<file path="src/rtl/cube_sum_accum.sv">
// cube_sum_accum: collects N_SAMPLES cube results from the sequential x^3 unit
// into a saturating running sum. The sum is held on a valid/ready output until
// it is accepted. Samples that arrive while a finished sum is waiting are
// dropped and reported with a one-cycle pulse.
module cube_sum_accum #(
    parameter int N_SAMPLES = 4,
    parameter int IN_W      = 6,
    parameter int SUM_W     = 8
) (
    input  logic             clk,
    input  logic             rst,
    input  logic [IN_W-1:0]  cube_in,
    input  logic             cube_vld,
    input  logic             sum_rdy,
    output logic [SUM_W-1:0] sum_out,
    output logic             sum_vld,
    output logic             busy,
    output logic             ovf,
    output logic             drop
);

    localparam int CNT_W = $clog2(N_SAMPLES + 1);
    localparam logic [CNT_W-1:0] LAST_IDX = CNT_W'(N_SAMPLES - 1);

    typedef enum logic [1:0] {
        IDLE,
        ACCUM,
        HOLD
    } state_t;

    state_t           state;
    logic [SUM_W-1:0] acc;
    logic [CNT_W-1:0] count;

    logic [SUM_W:0]   add_full;
    logic             carry;
    logic [SUM_W-1:0] acc_add;
    logic [SUM_W-1:0] first_val;
    logic             handshake;
    logic             start_batch;

    // Saturating add and batch-start decode. A sample that arrives in the same
    // cycle as the handshake opens the next batch instead of being dropped.
    always_comb begin
        first_val   = SUM_W'(cube_in);
        add_full    = {1'b0, acc} + (SUM_W + 1)'(cube_in);
        carry       = add_full[SUM_W];
        acc_add     = carry ? '1 : add_full[SUM_W-1:0];
        handshake   = sum_vld && sum_rdy;
        start_batch = cube_vld && ((state == IDLE) || (state == HOLD && handshake));
    end

    // Batch FSM with accumulator, counter and all outputs registered.
    always_ff @(posedge clk or posedge rst) begin
        if (rst) begin
            state   <= IDLE;
            acc     <= '0;
            count   <= '0;
            sum_out <= '0;
            sum_vld <= 1'b0;
            busy    <= 1'b0;
            ovf     <= 1'b0;
            drop    <= 1'b0;
        end else begin
            drop <= 1'b0;
            if (start_batch) begin
                acc   <= first_val;
                count <= CNT_W'(1);
                ovf   <= 1'b0;
                busy  <= 1'b1;
                if (N_SAMPLES == 1) begin
                    state   <= HOLD;
                    sum_vld <= 1'b1;
                    sum_out <= first_val;
                end else begin
                    state   <= ACCUM;
                    sum_vld <= 1'b0;
                end
            end else begin
                case (state)
                    IDLE: begin
                        sum_vld <= 1'b0;
                        busy    <= 1'b0;
                    end
                    ACCUM: begin
                        if (cube_vld) begin
                            acc   <= acc_add;
                            count <= count + 1'b1;
                            ovf   <= ovf | carry;
                            if (count == LAST_IDX) begin
                                state   <= HOLD;
                                sum_vld <= 1'b1;
                                sum_out <= acc_add;
                            end
                        end
                    end
                    HOLD: begin
                        if (handshake) begin
                            state   <= IDLE;
                            sum_vld <= 1'b0;
                            busy    <= 1'b0;
                        end else if (cube_vld) begin
                            drop <= 1'b1;
                        end
                    end
                    default: begin
                        state   <= IDLE;
                        sum_vld <= 1'b0;
                        busy    <= 1'b0;
                    end
                endcase
            end
        end
    end

endmodule

</file>
<file path="config.mk">
export PLATFORM = sky130hd
export DESIGN_NAME = cube_sum_accum
export DESIGN_NICKNAME = d
export VERILOG_FILES = /design/src/rtl/cube_sum_accum.sv
export SDC_FILE = /design/constraint.sdc
export NUM_CORES = 1
export LEC_CHECK = 0
export ABC_AREA = 1
export ABC_CLOCK_PERIOD_IN_PS = 2100
export CAP_MARGIN = 10
export CELL_PAD_IN_SITES_DETAIL_PLACEMENT = 1
export CELL_PAD_IN_SITES_GLOBAL_PLACEMENT = 1
export CORE_MARGIN = 1.5
export CORE_UTILIZATION = 39
export DETAILED_ROUTE_END_ITERATION = 8
export GPL_TIMING_DRIVEN = 0
export PLACE_DENSITY = 0.78
export RECOVER_POWER = 100
export REMOVE_ABC_BUFFERS = 1
export SLEW_MARGIN = 20
export SYNTH_ARGS = -nofsm -noshare
export SYNTH_HDL_FRONTEND = slang
export SYNTH_SLANG_ARGS = --single-unit
</file>
<file path="constraint.sdc">
create_clock -name clk -period 2.1 [get_ports clk]
set_clock_uncertainty 0.2 [all_clocks]
set_input_delay 0.42 -clock clk [delete_from_list [all_inputs] [get_ports clk]]
set_output_delay 0.42 -clock clk [all_outputs]
set_load 0.005 [all_outputs]
</file>
* Yosys cells after proc, flatten, opt, wreduce, memory -nomap -nowiden
Cells that the tools add are included.
** Word-level totals
- Bits in registers :: 25
- Latch bits :: 0
- Bits in writable memories :: 0
- Memory bits (read-only) :: 0
- Input port bits :: 10
- Output and inout port bits :: 12
- Logic and storage cells :: 58
- Memories :: 0
** Operators by class
- Add/sub/neg operators :: 2
- Multiply operators :: 0
- Div/mod/pow operators :: 0
- Magnitude comparators :: 0
- Eq/ne operators :: 8
- Shifts and indexed selects :: 0
- Multiplexer cells :: 26
- Bitwise logic cells :: 2
- Reductions and logical operators :: 12
** Operators with widths (count)
- 2-to-1 mux 8 bit :: 4
- 2-to-1 mux 1 bit :: 12
- adder 8 x 6 -> 9 bit :: 1
- 2-to-1 mux 3 bit :: 3
- != test 3 bit, second input constant :: 3
- 2-to-1 mux 2 bit :: 4
- AND reduction 4 bit :: 2
- case mux 2 bit (3 select lines) :: 1
- != test 2 bit, second input constant :: 2
- case mux 1 bit (2 select lines) :: 2
- AND reduction 2 bit :: 2
- nonzero test 2 bit :: 2
- adder 3 x 1 -> 3 bit, second input constant :: 1
- equality test 3 x 2 -> 1 bit, second input constant :: 1
- logical AND 1 bit :: 3
- AND reduction 3 bit :: 1
- equality test 2 x 1 -> 1 bit, second input constant :: 1
- equality test 2 bit, second input constant :: 1
- zero test 2 bit :: 1
- logical OR 1 bit :: 1
- inverter 1 bit :: 1
- OR 1 bit :: 1

* Logic depth before layout (Yosys ltp)
- Depth after elaboration :: 6
- Gate-level depth with buffers :: 10
- Gate-level depth less buffers :: 10

* Worst setup path before layout
OpenSTA, ideal clock, no wires.
- Path kind :: input to register
- Start point :: in cube_in[0]
- End point :: reg acc[5]
- Setup time :: 0.117 ns
- Data arrival time :: 1.639 ns
- Data required time :: 1.783 ns
- Slack :: 0.144 ns
- Stages :: 8
- Path buffers :: 0
- Path through :: ha_1 > fa_1 > nand3_1 > nand3_2 > a21oi_4 > nand3_2 > nand2_1 > nand2_1
** On the way
- Word-level cells in the longest chain between the ends :: 5
** Ends and longest elaborated chain
- start, declared :: RTL line 12 : input logic [IN_W-1:0] cube_in,
- adder 8 x 6 -> 9 bit :: RTL line 46 : add_full = {1'b0, acc} + (SUM_W + 1)'(cube_in);
- 2-to-1 mux 8 bit :: RTL line 48 : acc_add = carry ? '1 : add_full[SUM_W-1:0];
- 2-to-1 mux 8 bit :: RTL line 86 : if (cube_vld) begin
- 2-to-1 mux 8 bit :: RTL line 80 : case (state)
- 2-to-1 mux 8 bit :: RTL line 66 : if (start_batch) begin
- end signal, assigned :: RTL line 67 : acc <= first_val;
- end, declared :: RTL line 32 : logic [SUM_W-1:0] acc;
Every way passes these cells. The select of a mux whose other input is x is not followed.
A chain may end at the register's enable or synchronous reset.

* Worst setup path in the final report
- Start point :: in cube_in[2]
- End point :: reg sum_out[2]
** On the way
- Word-level cells in the longest chain between the ends :: 2
** Ends and longest elaborated chain
- adder 8 x 6 -> 9 bit :: RTL line 46
- 2-to-1 mux 8 bit :: RTL line 48
- end signal, assigned :: RTL line 74 : sum_out <= first_val;
- end, declared :: RTL line 15 : output logic [SUM_W-1:0] sum_out,
Every way passes these cells.

==> impl.org <==
** Status
- The flow ran to the end, and the final reports show no timing, DRC or antenna violations.

** Place
- Number of buffer cells added on primary ports :: 21
- Routability-driven placement finished with a final weighted congestion of around 0.8.
- Half-perimeter wire length of the detailed placement result :: approximately 2700 µm
- DP Cell Count :: 256
- Before CTS, the worst setup slack after placement is -0.608 ns.

** Global routing
- Global-route wire length before repair :: 6190 µm
- Vias in the first global route :: 1431
- In the global route stage, overall resource usage came out at between 10% and 20%.
- Overflow left after global routing :: 0
- Number of antenna violations at the first check in global routing :: 0
- Entering global routing, the biggest net connects 26 pins.

** Critical path
- For the worst setup path, the data required time is about 2.1 ns.
- The worst setup path is captured at a flop.
- At the worst endpoint, the arrival time is between 1.5 and 2 ns.
- Worst setup slack for register-to-register paths :: roughly 0.077 ns
- WS Path Type :: input port to flop
- Critical path startpoint category :: input port
- Maximum net fanout on the critical path :: 5

** Clocking
- Counting along the longest clock path gives a buffer depth of 2.
- Hold buffer count at CTS :: 0
- The later pin in the worst-skew pair is clocked with a latency of around 0.27 ns.
- Clock-pin slew was measured on the worst setup and hold paths at approximately 0.090 ns.
- The clock drives 25 sinks.
- TritonCTS built the clock tree.
- CTS placed an instance of clkbuf_8 at the clock tree root.
- Deepest level of the CTS H-tree :: 1
- CTS buffer count :: 3

** Synthesis
- Synth Instances :: 190
- Flop and latch count out of synthesis :: 25
- The Yosys step of the flow raised 0 warnings.
- Number of distinct library cell variants in the gate-level netlist after synthesis :: 25
- For this run, the register share of the synthesized area comes to approximately 43%.
- The synthesized design spends more area on one cell type than any other, namely dfrtp_1.
- Post-synth top area share :: a little over two fifths
- The average instance in the mapped netlist occupies around 7.6 µm².
- Summed instance area of the synthesized netlist :: 0.00145 mm²
- Top post-synthesis cells by area :: dfrtp_1, nand2_1, ha_1, inv_1, nand3_1

** Detailed routing
- In this run, the number of DRC markers left after iteration 0 of detailed routing was 37.
- The first detailed-routing pass took 4 iterations.
- In the routed design, unresolved DRC markers number 0.
- Wires add up to about 3800 µm.
- Routed wirelength normalized by instance count :: between 10 and 15 µm
- Via count of the routed design :: between 1000 and 1500
- Residual antenna-violating net count after detailed routing :: 0
- In the routed layout, each cell is associated on average with a via count of 5.15.

** STA
- Measured against its own limit, the worst slew margin works out to roughly 39%.
- Final setup violating endpoints :: 0
- Period minus WS final :: between 2 and 2.5 ns
- Crit path setup slack, layout :: between 0.07 and 0.08 ns
- Based on the critical path, the design can be clocked at up to 494 MHz.
- The total count of max-transition violations in the final report is 0.
- The hold violation total from the final report was 0.
- Setup repair after global routing left no endpoint under its margin.
- Slew at the pin closest to its max-slew limit :: roughly 0.9 ns
- Fin crit share :: about 96%

** Finish
- 0 antenna diodes ended up in the layout.
- Nets@finish :: between 200 and 250
- Compared with the post-synthesis result, the final layout area differs by 28.3%.
- Final cell count without fillers :: between 200 and 300
- Share of post-route cells with drive strength above 1 :: about an eighth

** Floorplan
- Total Die Area :: between 0.004 and 0.005 mm²
- Number of standard-cell rows in the floorplan :: 21
- The floorplan step set the die width to ~64 µm.
- The core region is 0.00344 mm².
- For this configuration, the core starts out at a cell density of a little over two fifths.
- Count of boundary I/O pins :: 22
- From bottom edge to top edge, the die measures ~64 µm.

** Job
- # Max-Cap Violations :: 0

** Power and ir drop
- Max IR drop VDD :: around 0.00053 V
- In this run the power density over the cells is approximately 1400 mW/mm².
- Summed over all cells, the static leakage comes to ~1.0 nW.

** Min path
- Path class of the lowest-slack min-delay path :: flop to flop
==> layer usage <==
metal	routed length (µm)	track usage, %	vias up
li1	-	-	650
met1	1630	22.3	685
met2	2050	37.2	18
met3	70	2.46	6
met4	67	5.71	0
met5	0	0	-
==> sequential cells by signal, indices dropped and copies added, names as in the netlist <==
signal	count
ovf	1
busy	1
drop	1
state	2
acc	8
sum_vld	1
sum_out	8
count	3
==> worst paths after layout <==
kind,startpoint,to,depth (start not counted)
worst max register to register,acc[0],sum_out[2],9
worst max-delay path,cube_in[2],sum_out[2],9
min in group asynchronous,rst,sum_out[6],2
worst min-delay path,sum_out[6],sum_out[6],2
worst min register to register,sum_out[6],sum_out[6],2
max in group asynchronous,rst,acc[7],2
==> layout make-up <==
type                    instances  area (µm²)
fillers                       433        1590
multi-input cells             141         800
flip-flops and latches         25         626
repair buffers                 25         240
inverters                      23        86.3
well taps                      46        57.6
clock buffers                   3        41.3
clock inverters                 1        5.00
==> cells by family after synthesis <==
| family | Yosys count | share of synthesized area, % |
|---|---|---|
| simple gates | 121 | 36.2 |
| flops | 25 | 43.3 |
| buf+inv | 24 | 6.49 |
| compound gates | 10 | 5.10 |
| fa+ha+maj | 9 | 8.30 |
| xor+xnor | 1 | 0.606 |
==> stage by stage <==
| step | utilization, % | hold WS [ns] | power, mW | area [µm²] | setup TNS, ns |
|---|---|---|---|---|---|
| 2_1_floorplan | - | 0.247 | 1.69 | 1440 | 0 |
| 4_1_cts | 52.8 | 0.288 | 2.52 | 1820 | 0 |
| 6_report | 53.9 | 0.278 | 2.54 | 1860 | 0 |
| 5_1_grt | 53.9 | 0.308 | 2.76 | 1860 | 0 |
| 3_5_place_dp | 49.6 | 0.264 | 2.16 | 1710 | -8.32 |
| 3_3_place_gp | 49.6 | 0.261 | 2.07 | 1710 | -7.24 |
==> worst max-delay path, stage by stage <==
cell and delay [ns]:
clkdlybuf4s50_1 0.43, ha_1 0.37, nand3_2 0.12, nand3_4 0.09, a21oi_4 0.19, clkbuf_1 0.15, nand3_2 0.10, nand2_1 0.08
nand2_1 0.04
==> layout by cell type (no fill, tap or decap), types with 2 or more instances in the layout <==
cell / n
nand3_1: 12
a31oi_1: 3
clkdlybuf4s50_1: 4
dlygate4sd3_1: 14
dfrtp_1: 25
nor2_1: 10
o21ai_0: 2
nand3_2: 3
dlygate4sd2_1: 2
nand2_1: 84
buf_4: 2
inv_1: 21
clkbuf_8: 3
nor2_2: 2
ha_4: 4
nand2_2: 3
nor2_4: 2
ha_1: 4
==> report_power, final <==
group	internal, mW	total (mW)	switching, mW
registers	0.692	0.842	0.150
clock network	0.133	0.288	0.156
logic	0.608	1.41	0.802
==> cells in the mapped netlist (all sizes together) <==
| master | n |
|---|---|
| a21oi | 3 |
| a22o | 1 |
| a31oi | 3 |
| buf | 1 |
| dfrtp | 25 |
| fa | 1 |
| ha | 8 |
| inv | 23 |
| nand2 | 87 |
| nand3 | 16 |
| nand3b | 1 |
| nor2 | 14 |
| nor3 | 1 |
| o21ai | 2 |
| o22ai | 1 |
| or2 | 2 |
| xnor2 | 1 |
==> what timing repair did <==
action	in CTS	in global routing
gates cloned	1	0
setup buffers	3	0
resized for setup	11	6
endpoints found under the setup margin	15	12
pin swaps	3	2
No activity file was read; power rests on OpenSTA's default activity.
==> variant 1 (config.mk and constraints unchanged) <==
The 3 states of `state_t` get a one-hot encoding in 3 bits.
--- a/src/rtl/cube_sum_accum.sv
+++ b/src/rtl/cube_sum_accum.sv
@@ -23,8 +23,8 @@
     localparam logic [CNT_W-1:0] LAST_IDX = CNT_W'(N_SAMPLES - 1);
 
-    typedef enum logic [1:0] {
-        IDLE,
-        ACCUM,
-        HOLD
+    typedef enum logic [2:0] {
+        IDLE  = 3'b001,
+        ACCUM = 3'b010,
+        HOLD  = 3'b100
     } state_t;
 
Formal check against the unedited RTL: no difference found for any inputs over 4 cycles, from zero or initial values and one cycle with rst high; so few cycles prove little.
==> variant 1 against the unedited design <==
Cell area is 2.6% higher. Sequential share of layout area grew 0.54 points. Critical path depth unchanged. Synthesized cell count increased by 3.2%. Sequential cell count increased by 1. Wire length increased by 12%. Setup slack lost 72 ps. Non-clock buffer count increased by 1. Synthesized area up 3.9%. Power is 8.2% lower. Via count grew 1.0%. Sequential power decreased by 3.9%. Largest cell class unchanged.
==> variant 1: results (changes against the unedited design) <==
[global_route]
grt_start_max_net_pins = 27  ; +3.8%
antenna_found_initial = 0  ; unchanged
grt_pass1_vias = 1514  ; +5.8%
grt_usage_pct = 22.3  ; +2.9 points
grt_pass1_wl_mm = 7.14  ; +15%

[routing]
via_per_inst = 5.05  ; -1.9%
wl_per_cell_um = 15.7  ; +8.3%
drt_iter0_markers = 30  ; -19%
first_pass_iters = 4  ; unchanged
wl_mm = 4.27  ; +12%

[placed_design]
dpl.cell_count = 263  ; +2.7%
place.port_buffers = 21  ; unchanged
place_ws_ps = -974  ; -366 ps
dpl.hpwl_mm = 2.98  ; +10%
routabilityCongestion = 0.849  ; +4.9%

[clock_network]
htree_levels = 1  ; unchanged
clock-root-buffer = clkbuf_8
cts.clk_slew.worst_paths_ps = 90  ; about the same
cts_buffer_depth = 2  ; unchanged
clock_latency_ps = 270  ; about the same
cts_buffers = 3  ; unchanged

[yosys]
synthTopCellsByArea = dfrtp_1, nand2_1, ha_1, nand3_1, inv_1
syn_avg_cell_area_um2 = 7.67  ; +0.71%
synth.most_common_cell = nand2_1
yosysSeqAreaShare_pct = 43.4  ; +0.13 points
yosysUniqueCellTypes = 26  ; +4.0%
ys_warn_count = 0  ; unchanged
synthArstFlopShare_pct = 100  ; unchanged
ys.flop_type = dfrtp_1
synth.top_cells.by_count = nand2_1, dfrtp_1, inv_1, nand3_1, nor2_1

[pwr]
internal-power_mw = 1.35  ; -6.0%
p_leak_nw = 1.03  ; +3.6%
ir_drop_mv = 0.552  ; +4.8%

[hold_path]
hold_path_class = flip-flop to flip-flop

[timing]
slew_violations = 0  ; unchanged
worst_slew_pin_slew_ps = 969  ; +61.2 ps
hold_viol = 0  ; unchanged

[critical_path]
cpMaxStageDelayCell = dfrtp_1
cp_max_fo = 7  ; +2
crit_arrival_ps = 2060  ; +70 ps
crit_path_max_incr_delay_ps = 400  ; -30 ps

[run_status]
status = finished, final reports clean

[final_layout]
nets = 244  ; +2.5%
top_regs = acc: 8 flops, sum_out: 8 flops
antenna_cells = 0  ; unchanged
drive_gt1_share_pct = 12.9  ; +0.10 points

## variant 1: metrics by stage
step,util (%),cell area [µm²]
after CTS,51.1,1880
after global placement,47.5,1750
after global routing,51.6,1900
final,51.6,1900
after detailed placement,47.5,1750
after floorplan,-,1480
## variant 1: area by class of cell
cell class,instances,area [µm²]
clock buffers,4,55.1
fillers,480,1790
inverters,23,86.3
multi-input cells,145,792
flip-flops and latches,26,652
well taps,48,60.1
repair buffers,26,258
## variant 1: power groups by stage
stage | combinational (mW) | sequential, mW | clock (mW)
after floorplan | 0.731 | 0.792 | 0
after global placement | 1.04 | 0.798 | 0
after detailed placement | 1.11 | 0.810 | 0
after CTS | 1.18 | 0.811 | 0.334
after global routing | 1.36 | 0.833 | 0.352
final | 1.19 | 0.809 | 0.330
## variant 1: worst max-delay path: cells and delay by family, from the launching register on
kind                       cells  cell delay, ps
DFF                            1             400
AOI/OAI and AO/OA              1             190
buffers and inverters          1             160
adders and majority gates      2             600
and+or+nand+nor                5             440
## variant 1: worst paths after layout
check / startpoint / depth (start not counted) / to / slack (ps)
min in group asynchronous: rst / 2 / acc[1] / 490
min reg2reg: sum_out[5] / 2 / sum_out[5] / 280
max in group asynchronous: rst / 2 / acc[5] / 760
max: acc[0] / 9 / acc[4] / 4
max reg2reg: acc[0] / 9 / acc[4] / 4
min: sum_out[5] / 2 / sum_out[5] / 280
## variant 1: logic make-up after synthesis
logic type | share of synthesized area (%)
xor gates and xnor gates | 1.17
and+or+nand+nor | 34.8
buffers and inverters | 7.24
adders and majority gates | 7.99
DFF | 43.4
AOI/OAI and AO/OA | 5.41
## variant 1: layer usage
layer / GRT usage [%] / up-vias / part of all wire [%]
met5: 0 / - / 0
met4: 5.99 / 0 / 1.4
met3: 2.43 / 8 / 2.5
met2: 44.1 / 26 / 56
met1: 25.1 / 663 / 40
li1: - / 676 / -
## variant 1: repair_timing
item / in CTS / in global routing
buffers inserted: 4 / 1
setup endpoints to repair: 13 / 11
pin swaps: 3 / 1
resized for setup: 10 / 7
==> variant 2 (config.mk and constraints unchanged) <==
Made on the original files. Change the parameter `N_SAMPLES` from 4 to 2.
--- a/src/rtl/cube_sum_accum.sv
+++ b/src/rtl/cube_sum_accum.sv
@@ -4,5 +4,5 @@
 // dropped and reported with a one-cycle pulse.
 module cube_sum_accum #(
-    parameter int N_SAMPLES = 4,
+    parameter int N_SAMPLES = 2,
     parameter int IN_W      = 6,
     parameter int SUM_W     = 8
Formal check against the unedited RTL: not equivalent (Yosys sat finds a counterexample within 4 cycles, from zero or initial values and one cycle with rst high).
==> variant 2 against the unedited design <==
Sequential cell count is 1 lower. Largest cell class unchanged. Critical path depth is 2 lower. Synthesized cell count is 4.7% lower. Power is 3.1% lower. Synthesized area is 1.7% lower. Worst hold slack better by 19 ps. Setup slack worse by 3.8 ps. Cell area is 4.8% lower. Critical path type unchanged. Core utilization is 2.2 points lower. Register-to-register slack better by 70 ps. Non-clock buffer count stayed put. Wire length is 4.3% lower. Critical endpoint is now ovf.
==> variant 2: results (changes against the unedited design) <==
[yosys]
synth.top_cells.by_count = nand2_1, dfrtp_1, inv_1
synth_xor_area_share_pct = 0  ; -0.61 points
yosysSeqAreaShare_pct = 42.3  ; -1.0 points
yosysUniqueCellTypes = 22  ; -12%
muxShareOfSynthArea_pct = 0  ; unchanged
synthAdderAreaFrac_pct = 7.57  ; -0.73 points
synthTopCellsByArea = dfrtp_1, nand2_1, ha_1, inv_1, nand3_1
yosysTopAreaCell = dfrtp_1
synth_compound_area_share_pct = 7.75  ; +2.6 points

[placed_design]
post_dp_cell_area_um2 = 1680  ; -1.7%
dpl.cell_count = 247  ; -3.5%
dpl.hpwl_mm = 2.74  ; +1.5%
routabilityCongestion = 0.806  ; -0.33%

[final_layout]
top_regs = acc: 8 flops, sum_out: 8 flops
buffers = 25  ; unchanged
final_cells = 255  ; -3.4%
buf_share_pct = 13.7  ; +0.79 points
nets = 228  ; -4.2%
drive_gt1_share_pct = 15.8  ; +2.9 points
regArea_um2 = 601  ; -4.0%
n_clock_buffer = 4  ; +1
clock_cell_area_share_pct = 2.05  ; -0.44 points
multi_input_area_um2 = 754  ; -5.6%

[floorplanning]
die_x_um = 63.4  ; -0.83%

[global_route]
grt_pass1_vias = 1394  ; -2.6%
grt_pass1_wl_mm = 6.48  ; +4.7%
grt_start_max_net_pins = 25  ; -3.8%
grt_usage_pct = 20.6  ; +1.1 points

[pwr]
p_leak_nw = 0.965  ; -3.0%
ir_drop_mv = 0.493  ; -6.5%

[routing]
wl_mm = 3.66  ; -4.3%
wl_met3_um = 85  ; +21%
first_pass_iters = 4  ; unchanged
wl_met2_mm = 1.89  ; -8.0%
drt_iter0_markers = 35  ; -5.4%
vias = 1256  ; -7.6%
m1WireLength_mm = 1.65  ; +1.0%

[clock_network]
cts-resized-gates = 4  ; -7
clock_latency_ps = 330  ; +60 ps
cts.clk_slew.worst_paths_ps = 140  ; +50 ps
clock-root-buffer = clkbuf_4
cts_setup_buffers = 4  ; +1
cts.sink_count = 24  ; -4.0%

[timing]
worst_slew_pin_slew_ps = 947  ; +39.2 ps

[critical_path]
crit_arrival_ps = 2060  ; +70 ps

[run_status]
status = finished, final reports clean

variant 2: changes by cell type after synthesis, moves of 2 or more:
| cell | before | now |
|---|---|---|
| nand3b_1 | 1 | 3 |
| nor2_4 | 1 | 3 |
| a31oi_1 | 3 | 0 |
| o21ai_2 | 0 | 2 |
| o21ai_0 | 2 | 0 |
| nand3_1 | 13 | 9 |
| nand2_1 | 85 | 81 |
| o21bai_1 | 0 | 3 |
| o21ai_1 | 0 | 5 |
| nand2_2 | 2 | 4 |
| inv_2 | 2 | 5 |
| inv_1 | 21 | 15 |
| nor2_1 | 10 | 4 |
variant 2: worst paths after layout:
check | start | end | slack, ps | depth (start not counted)
min reg2reg | sum_out[4] | sum_out[4] | 300 | 2
min | sum_out[4] | sum_out[4] | 300 | 2
max | cube_in[3] | ovf | 70 | 7
min in group asynchronous | rst | sum_vld | 520 | 2
max reg2reg | acc[0] | ovf | 150 | 7
max in group asynchronous | rst | acc[3] | 610 | 2
variant 2: per-stage QoR:
| step | utilization (%) | worst slack, ps | power, mW | hold WS [ps] | TNS, ps |
|---|---|---|---|---|---|
| global placement | 49.1 | -496 | 2.09 | 259 | -6820 |
| finish | 51.7 | 73.1 | 2.46 | 297 | 0 |
| floorplan | - | 152 | 1.71 | 235 | 0 |
| CTS | 51.5 | 10.9 | 2.51 | 309 | 0 |
| global route | 51.7 | 11.7 | 2.71 | 327 | 0 |
| detailed placement | 49.1 | -499 | 2.18 | 275 | -7130 |
variant 2: metal layers:
layer  vias up  GRT usage [%]
met4         0           4.08
met5         -              0
met1       619           25.3
met2        12           37.1
met3         4           4.11
li1        621              -
variant 2: where the power goes:
part	switching, mW	leakage (nW)	internal (mW)
Combinational	0.813	0.639	0.588
Clock	0.156	0.0210	0.106
Sequential	0.136	0.305	0.662
Total	1.11	0.965	1.36
